===== src/rtl/pcpu_pkg.sv =====
// Shared definitions for the pcpu execute stage: RV32M funct3 encodings,
// the multiply/divide FSM state type and the datapath width.
package pcpu_pkg;

    localparam int XLEN = 32;

    localparam logic [2:0] MDU_MUL    = 3'b000;
    localparam logic [2:0] MDU_MULH   = 3'b001;
    localparam logic [2:0] MDU_MULHSU = 3'b010;
    localparam logic [2:0] MDU_MULHU  = 3'b011;
    localparam logic [2:0] MDU_DIV    = 3'b100;
    localparam logic [2:0] MDU_DIVU   = 3'b101;
    localparam logic [2:0] MDU_REM    = 3'b110;
    localparam logic [2:0] MDU_REMU   = 3'b111;

    typedef enum logic [1:0] {
        MDU_IDLE = 2'd0,
        MDU_CALC = 2'd1,
        MDU_FIN  = 2'd2
    } mdu_state_t;

    // funct3[2] separates the divide group from the multiply group.
    function automatic logic is_div_op(input logic [2:0] op);
        return op[2];
    endfunction

endpackage


===== src/rtl/pcpu_mdu_step.sv =====
// One radix-2 iteration of the multiply/divide datapath.
// Multiply: acc = {high partial, multiplier}; add the multiplicand when the
// current multiplier bit is set, then shift the 65-bit result right.
// Divide: acc[31:0] holds dividend bits shifting out / quotient bits shifting
// in; prem is the 33-bit partial remainder of a restoring division.
module pcpu_mdu_step
    import pcpu_pkg::*;
(
    input  logic              div_mode,
    input  logic [2*XLEN-1:0] acc,
    input  logic [XLEN:0]     prem,
    input  logic [XLEN-1:0]   opnd,
    output logic [2*XLEN-1:0] acc_next,
    output logic [XLEN:0]     prem_next
);

    logic [XLEN:0] sum;
    logic [XLEN:0] shifted;
    logic [XLEN:0] diff;

    // Single shift-add or restoring-subtract step.
    always_comb begin
        // NOTE: every output gets a default first so no path leaves a latch.
        acc_next  = acc;
        prem_next = prem;
        sum       = {1'b0, acc[2*XLEN-1:XLEN]} + {1'b0, (acc[0] ? opnd : {XLEN{1'b0}})};
        shifted   = {prem[XLEN-1:0], acc[XLEN-1]};
        diff      = shifted - {1'b0, opnd};
        if (div_mode) begin
            // A clear sign bit on the trial difference means the divisor fits.
            prem_next = diff[XLEN] ? shifted : diff;
            acc_next  = {acc[2*XLEN-1:XLEN], acc[XLEN-2:0], ~diff[XLEN]};
        end else begin
            acc_next  = {sum, acc[XLEN-1:1]};
        end
    end

endmodule


===== src/rtl/pcpu_mdu.sv =====
// Iterative RV32M multiply/divide unit with a req/done handshake.
// Operands are reduced to magnitudes at start, 32 radix-2 steps run in CALC,
// and FIN applies the sign, selects the result half and forces the RISC-V
// divide-by-zero / overflow values.
// Optional build macro PCPU_MDU_EARLY_OUT_EN: trivial operations (divide by
// zero, signed overflow, multiply by zero) skip CALC for a 2-cycle latency.
module pcpu_mdu
    import pcpu_pkg::*;
(
    input  logic            clk,
    input  logic            rst_n,
    input  logic            req,
    input  logic [2:0]      op,
    input  logic [XLEN-1:0] a,
    input  logic [XLEN-1:0] b,
    input  logic            flush,
    output logic            busy,
    output logic            done,
    output logic [XLEN-1:0] y
);

    mdu_state_t        state;
    logic [4:0]        cnt;
    logic [2:0]        op_q;
    logic [2*XLEN-1:0] acc;
    logic [XLEN:0]     prem;
    logic [XLEN-1:0]   opnd;
    logic              neg_q;
    logic              spec_q;
    logic [XLEN-1:0]   spec_val;

    logic              a_sgn, b_sgn, div_op, div_zero, ovf, mul_zero, neg_in;
    logic [XLEN-1:0]   a_mag, b_mag, spec_in;
    logic [2*XLEN-1:0] acc_nx, prod;
    logic [XLEN:0]     prem_nx;
    logic [XLEN-1:0]   quo, rmd, res;

    // Start-of-operation decode of the raw request operands.
    always_comb begin
        div_op   = is_div_op(op);
        a_sgn    = a[XLEN-1] && (op == MDU_MULH || op == MDU_MULHSU ||
                                 op == MDU_DIV  || op == MDU_REM);
        b_sgn    = b[XLEN-1] && (op == MDU_MULH || op == MDU_DIV || op == MDU_REM);
        a_mag    = a_sgn ? -a : a;
        b_mag    = b_sgn ? -b : b;
        div_zero = div_op && (b == '0);
        ovf      = (op == MDU_DIV || op == MDU_REM) &&
                   (a == {1'b1, {(XLEN-1){1'b0}}}) && (b == '1);
        mul_zero = !div_op && (a == '0 || b == '0);
        // Remainder takes the dividend's sign; everything else the XOR.
        neg_in   = (op == MDU_REM) ? a_sgn : (a_sgn ^ b_sgn);
        if (div_zero)
            spec_in = op[1] ? a : '1;
        else
            spec_in = op[1] ? '0 : {1'b1, {(XLEN-1){1'b0}}};
    end

    pcpu_mdu_step u_step (
        .div_mode  (is_div_op(op_q)),
        .acc       (acc),
        .prem      (prem),
        .opnd      (opnd),
        .acc_next  (acc_nx),
        .prem_next (prem_nx)
    );

    // Sign correction and result selection applied in FIN.
    always_comb begin
        prod = neg_q ? -acc : acc;
        quo  = neg_q ? -acc[XLEN-1:0] : acc[XLEN-1:0];
        rmd  = neg_q ? -prem[XLEN-1:0] : prem[XLEN-1:0];
        case (op_q)
            MDU_MUL:                     res = prod[XLEN-1:0];
            MDU_MULH, MDU_MULHSU,
            MDU_MULHU:                   res = prod[2*XLEN-1:XLEN];
            MDU_DIV, MDU_DIVU:           res = quo;
            default:                     res = rmd;
        endcase
    end

    // Control FSM with registered busy/done/y; flush overrides every transition.
    always_ff @(posedge clk or negedge rst_n) begin
        if (!rst_n) begin
            // NOTE: datapath registers are reset as well so y and the
            // accumulators never expose X after reset.
            state    <= MDU_IDLE;
            cnt      <= '0;
            op_q     <= '0;
            acc      <= '0;
            prem     <= '0;
            opnd     <= '0;
            neg_q    <= 1'b0;
            spec_q   <= 1'b0;
            spec_val <= '0;
            busy     <= 1'b0;
            done     <= 1'b0;
            y        <= '0;
        end else begin
            // NOTE: non-blocking assignments so every register samples the
            // pre-edge values regardless of statement order.
            done <= 1'b0;
            if (flush) begin
                state <= MDU_IDLE;
                busy  <= 1'b0;
            end else begin
                case (state)
                    MDU_IDLE: begin
                        if (req) begin
                            op_q     <= op;
                            opnd     <= div_op ? b_mag : a_mag;
                            // A zero multiplier/multiplicand loads a zero
                            // accumulator so the product is 0 without stepping.
                            acc      <= div_op   ? {{XLEN{1'b0}}, a_mag} :
                                        mul_zero ? '0 : {{XLEN{1'b0}}, b_mag};
                            prem     <= '0;
                            neg_q    <= neg_in;
                            spec_q   <= div_zero || ovf;
                            spec_val <= spec_in;
                            cnt      <= '0;
                            busy     <= 1'b1;
`ifdef PCPU_MDU_EARLY_OUT_EN
                            state    <= (div_zero || ovf || mul_zero) ? MDU_FIN : MDU_CALC;
`else
                            state    <= MDU_CALC;
`endif
                        end
                    end
                    MDU_CALC: begin
                        acc  <= acc_nx;
                        prem <= prem_nx;
                        cnt  <= cnt + 5'd1;
                        if (cnt == 5'd31)
                            state <= MDU_FIN;
                    end
                    MDU_FIN: begin
                        y     <= spec_q ? spec_val : res;
                        done  <= 1'b1;
                        busy  <= 1'b0;
                        state <= MDU_IDLE;
                    end
                    default: state <= MDU_IDLE;
                endcase
            end
        end
    end

endmodule

===== config.mk =====
export PLATFORM = sky130hd
export DESIGN_NAME = pcpu_mdu
export DESIGN_NICKNAME = d
export VERILOG_FILES = /design/src/rtl/pcpu_pkg.sv /design/src/rtl/pcpu_mdu_step.sv /design/src/rtl/pcpu_mdu.sv
export SDC_FILE = /design/constraint.sdc
export NUM_CORES = 1
export LEC_CHECK = 0
export BUFFER_PORTS_ARGS = -buffer_cell sky130_fd_sc_hd__buf_2
export CAP_MARGIN = 25
export CORE_MARGIN = 5
export CORE_UTILIZATION = 48
export DETAILED_ROUTE_END_ITERATION = 8
export MAX_ROUTING_LAYER = met4
export PLACE_DENSITY = 0.66
export RECOVER_POWER = 25
export SYNTH_ARGS = -nofsm -noshare
export SYNTH_HDL_FRONTEND = slang
export SYNTH_SLANG_ARGS = --single-unit
export TNS_END_PERCENT = 50

===== constraint.sdc =====
create_clock -name clk -period 4.7 [get_ports clk]
set_clock_uncertainty 0.15 [all_clocks]
set_input_delay 0.94 -clock clk [delete_from_list [all_inputs] [get_ports clk]]
set_output_delay 0.94 -clock clk [all_outputs]
set_load 0.1 [all_outputs]

==> impl_metrics.prom <==
# TYPE chip_impl_metric gauge
chip_impl_metric{name="detail_route.iter0.violations",unit=""} 1693
chip_impl_info{name="cells_along_the_critical_path",value="inv_1, ha_1, fa_1, nand2b_1, a21oi_1, o41ai_1, a21o_1, o311ai_1, nand2_1, xnor2_4, buf_12, mux2i_1, o21ai_0"} 1
chip_impl_info{name="hold-path-endpoint",value="y[12]"} 1
chip_impl_metric{name="cts_inserted_buffers",unit=""} 27
chip_impl_info{name="synth_flop_cell",value="sky130_fd_sc_hd__dfrtp_1"} 1
chip_impl_info{name="ctsRootBufferMaster",value="sky130_fd_sc_hd__clkbuf_16"} 1
chip_impl_metric{name="hpwl",unit="µm"} 46200
chip_impl_metric{name="skew_pair_late_insertion_delay",unit="ns"} 0.57
chip_impl_metric{name="die_height",unit="µm"} 197
chip_impl_metric{name="layout.filler_cells",unit=""} 3321
chip_impl_metric{name="cap_violations",unit=""} 1
chip_impl_metric{name="power_frac_comb",unit="%"} 34.0
chip_impl_metric{name="power_frac_seq",unit="%"} 33.8
chip_impl_metric{name="hold_buffers",unit=""} 0
chip_impl_metric{name="maximum_clock_frequency",unit="MHz"} 254
chip_impl_metric{name="power",unit="mW"} 6.77
chip_impl_metric{name="critPathMaxFanout",unit=""} 29
chip_impl_info{name="hold_path.class",value="reg2reg"} 1
chip_impl_info{name="hp-start",value="y[12]"} 1
chip_impl_info{name="most-common-layout-cells",value="sky130_fd_sc_hd__o21ai_0 (269), sky130_fd_sc_hd__nand2_1 (256), sky130_fd_sc_hd__dfrtp_1 (204)"} 1
chip_impl_metric{name="numClockSinks",unit=""} 206
chip_impl_metric{name="timing.final.max_slew_violations",unit=""} 100
chip_impl_metric{name="r2r_slack",unit="ns"} 0.77
chip_impl_metric{name="portBuffers",unit=""} 104
chip_impl_metric{name="post-route-min-period",unit="ns"} 3.93
chip_impl_metric{name="post_syn_nets",unit=""} 2266
chip_impl_metric{name="wire_per_inst",unit="µm"} 22.9
chip_impl_metric{name="p_clk_share",unit="%"} 32.2
chip_impl_metric{name="clockBufferDepth",unit=""} 3
chip_impl_info{name="path_delay_family",value="compound AO/OA/AOI/OAI gates"} 1
chip_impl_metric{name="holdPathStages",unit=""} 2
chip_impl_metric{name="fin_crit_sh",unit="%"} 83.6
chip_impl_metric{name="yosys_warnings",unit=""} 0
chip_impl_metric{name="worst_ir_drop_vdd",unit="µV"} 380
chip_impl_metric{name="wl",unit="µm"} 60300
chip_impl_metric{name="gp_congestion",unit=""} 1.01
chip_impl_metric{name="detailedPlace.worstSlack",unit="ns"} 0.821
chip_impl_info{name="rr_startpoint",value="acc[31]"} 1
chip_impl_metric{name="timing_hold_violations_final",unit=""} 0
chip_impl_metric{name="internal-power",unit="mW"} 4.09
chip_impl_metric{name="setup_total_negative_slack",unit="ns"} 0
chip_impl_metric{name="start_util",unit="%"} 48.6
chip_impl_metric{name="clkTransAtPathRegs",unit="ns"} 0.06
chip_impl_metric{name="final_net_count",unit=""} 2307
chip_impl_metric{name="grt_max_degree",unit=""} 100
chip_impl_metric{name="syn_area_per_cell",unit="µm²"} 7.91
chip_impl_metric{name="seq_area",unit="µm²"} 5160
chip_impl_metric{name="power_density_normalized_to_cell_area",unit="nW/µm²"} 364
chip_impl_metric{name="power.net_switching",unit="mW"} 2.67
chip_impl_info{name="worstReg2RegEnd",value="prem[3]"} 1
chip_impl_info{name="setup_repair_after_global_routing_missed_its_margin",value="false"} 1
chip_impl_metric{name="rows",unit=""} 68
chip_impl_info{name="failed_checks",value="max-capacitance violations, max-slew violations"} 1
chip_impl_info{name="start_kind",value="flop"} 1
chip_impl_metric{name="switching_share",unit="%"} 39.5
chip_impl_metric{name="chipWidth",unit="µm"} 197
chip_impl_metric{name="asyncSetResetFlopFracSynth",unit="%"} 100
chip_impl_metric{name="timing.final.setup_violations",unit=""} 0
chip_impl_metric{name="cellLeakagePower",unit="nW"} 7.86
chip_impl_metric{name="worstPathRequired",unit="ns"} 4.97
chip_impl_metric{name="io-pin-count",unit=""} 105
chip_impl_metric{name="setup_slack",unit="ns"} 0.769
chip_impl_metric{name="postLayoutCellArea",unit="µm²"} 18600
chip_impl_metric{name="yosys_register_bits",unit=""} 206
chip_impl_info{name="most_common_cell_after_layout_fill_and_taps_aside",value="sky130_fd_sc_hd__o21ai_0"} 1
chip_impl_metric{name="tightestPinTransition",unit="ns"} 2.77
chip_impl_metric{name="synth_seq_area_share",unit="%"} 30.7
chip_impl_metric{name="number_of_resized_instances_in_the_post_cts_repair_step",unit=""} 0
chip_impl_metric{name="multi_input_area",unit="µm²"} 10900
chip_impl_metric{name="die_area",unit="µm²"} 38800
chip_impl_metric{name="worst_r2r_path_depth",unit=""} 13
chip_impl_metric{name="synth-edff-count",unit=""} 0
chip_impl_info{name="end_kind",value="flop"} 1
chip_impl_metric{name="vias",unit=""} 16600
chip_impl_metric{name="final_antenna_net_count",unit=""} 0
chip_impl_info{name="tritoncts",value="done"} 1
chip_impl_metric{name="arrival",unit="ns"} 4.20
chip_impl_metric{name="critical-path-max-stage-delay",unit="ns"} 0.52
chip_impl_info{name="crit_path_top_delay_cell",value="sky130_fd_sc_hd__dfrtp_1"} 1
chip_impl_metric{name="placedInstanceArea",unit="µm²"} 17700
chip_impl_metric{name="htree_levels",unit=""} 1
chip_impl_metric{name="drc",unit=""} 0
chip_impl_metric{name="synth_cell_type_count",unit=""} 73
chip_impl_metric{name="vias_in_the_first_global_route",unit=""} 15400
chip_impl_metric{name="cts_setup_buffers",unit=""} 0
chip_impl_metric{name="post_drt_via_cell_ratio",unit=""} 6.28
chip_impl_metric{name="grt_antenna_before_repair",unit=""} 0
chip_impl_metric{name="flow.area_growth_from_synthesis",unit="%"} 10.9
chip_impl_metric{name="layout_cell_share_with_drive_strength_beyond_1",unit="%"} 9.62
chip_impl_metric{name="synth_area",unit="µm²"} 16800
chip_impl_metric{name="synth_cells",unit=""} 2122
chip_impl_metric{name="critical_path.n_buffers_inverters",unit=""} 2
chip_impl_metric{name="timing.max_slew.rel_slack",unit="%"} -84.9
chip_impl_metric{name="grt_usage",unit="%"} 30.9
chip_impl_info{name="crit_type",value="reg2reg"} 1
chip_impl_metric{name="floorplan.core_area",unit="µm²"} 34500
chip_impl_metric{name="grt_pass1_wl",unit="µm"} 92000
chip_impl_metric{name="antenna_cells_inserted",unit=""} 0
chip_impl_metric{name="firstDrtPassIters",unit=""} 5
chip_impl_metric{name="worst_hold_slack",unit="ns"} 0.334
chip_impl_metric{name="grt_overflow_total",unit=""} 0
chip_impl_info{name="run_status",value="complete, but fails checks"} 1
synthesized netlist by cell type, types with 10 or more instances:
cell	n	area [µm²]
sky130_fd_sc_hd__o221ai_1	26	228
sky130_fd_sc_hd__xnor2_1	104	911
sky130_fd_sc_hd__mux2i_1	65	651
sky130_fd_sc_hd__nand2b_1	26	163
sky130_fd_sc_hd__o22ai_1	10	62.6
sky130_fd_sc_hd__o41ai_1	18	158
sky130_fd_sc_hd__dfrtp_1	206	5150
sky130_fd_sc_hd__o21a_1	11	82.6
sky130_fd_sc_hd__nor2_1	161	604
sky130_fd_sc_hd__or3_1	23	144
sky130_fd_sc_hd__nand2_1	257	965
sky130_fd_sc_hd__nor3_1	33	165
sky130_fd_sc_hd__a21o_1	20	150
sky130_fd_sc_hd__ha_1	71	888
sky130_fd_sc_hd__a311oi_1	16	140
sky130_fd_sc_hd__o211ai_1	24	180
sky130_fd_sc_hd__and3_1	14	87.6
sky130_fd_sc_hd__nor4_1	17	106
sky130_fd_sc_hd__buf_1	11	41.3
sky130_fd_sc_hd__nor2b_1	42	263
sky130_fd_sc_hd__o31ai_1	38	285
sky130_fd_sc_hd__xor2_1	98	858
sky130_fd_sc_hd__or4_1	16	120
sky130_fd_sc_hd__nand4_1	24	150
sky130_fd_sc_hd__o21ai_0	269	1350
sky130_fd_sc_hd__clkbuf_1	107	402
sky130_fd_sc_hd__a21oi_1	183	916
sky130_fd_sc_hd__inv_1	72	270
sky130_fd_sc_hd__a211oi_1	14	105
sky130_fd_sc_hd__nand3_1	32	160
metal layers:
layer	part of all wire, %	track usage, %	routed length [µm]	up-vias
met5	0	-	0	-
met4	4.2	10.7	2510	0
met3	7.5	4.39	4540	122
met2	45	47.2	27300	682
met1	43	42.3	25900	7988
li1	-	-	-	7773
per-stage QoR:
step           instances  utilization, %
6_report            2639            53.9
5_1_grt             2639            53.9
4_1_cts             2638            53.9
3_5_place_dp        2588            51.2
3_3_place_gp        2587            51.2
2_1_floorplan       2122               -
cells by family after synthesis:
kind of cell | count (synthesis) | synth area share, %
AO/OA/AOI/OAI | 701 | 25.7
buffers and inverters | 196 | 4.49
XOR/XNOR | 203 | 10.6
multiplexers | 68 | 4.08
flip-flops | 206 | 30.7
adder cells (fa/ha/maj) | 73 | 5.53
AND/OR/NAND/NOR | 675 | 18.9
registers in the layout (all words and copies together) (netlist names):
| register | count |
|---|---|
| prem | 32 |
| acc | 64 |
| neg_q | 1 |
| op_q | 3 |
| spec_q | 1 |
| done | 1 |
| y | 32 |
| busy | 1 |
| spec_val | 32 |
| opnd | 32 |
| cnt | 5 |
| state | 2 |
worst register-to-register path, stage by stage, from the launching register on:
cell and delay, ns:
sky130_fd_sc_hd__dfrtp_1 0.52, sky130_fd_sc_hd__inv_1 0.16, sky130_fd_sc_hd__ha_1 0.25, sky130_fd_sc_hd__fa_1 0.38, sky130_fd_sc_hd__nand2b_1 0.19, sky130_fd_sc_hd__a21oi_1 0.24
sky130_fd_sc_hd__o41ai_1 0.17, sky130_fd_sc_hd__a21o_1 0.27, sky130_fd_sc_hd__o311ai_1 0.26, sky130_fd_sc_hd__nand2_1 0.17, sky130_fd_sc_hd__xnor2_4 0.40, sky130_fd_sc_hd__buf_12 0.27
sky130_fd_sc_hd__mux2i_1 0.26, sky130_fd_sc_hd__o21ai_0 0.09
power by group through the flow:
stage | Sequential, mW | Combinational (mW) | Clock, mW
4_1_cts | 2.27 | 2.26 | 2.20
3_3_place_gp | 2.29 | 2.21 | 0
3_5_place_dp | 2.30 | 2.24 | 0
2_1_floorplan | 2.16 | 1.61 | 0
5_1_grt | 2.32 | 2.51 | 2.27
6_report | 2.29 | 2.30 | 2.18
how the worst max path moves through the flow:
stage	slack (ns)	depth (start not counted)	start	to
final	0.77	13	acc[31]	prem[3]
after global routing	0.32	2	rst_n	spec_val[30]
after CTS	0.80	13	acc[31]	prem[3]
after detailed placement	0.82	11	b[11]	acc[23]
after global placement	0.87	11	b[11]	acc[22]
after floorplan	1.28	8	b[25]	acc[18]
cell type report:
class,instances,area share (%)
tap,455,3.06
clock inverter,15,1.10
inverter,72,1.45
multi-input combinational,1720,58.6
sequential,206,27.7
timing repair buffer,136,4.15
clock buffer,35,3.90
Note: power is estimated with default switching activity, not from simulation.
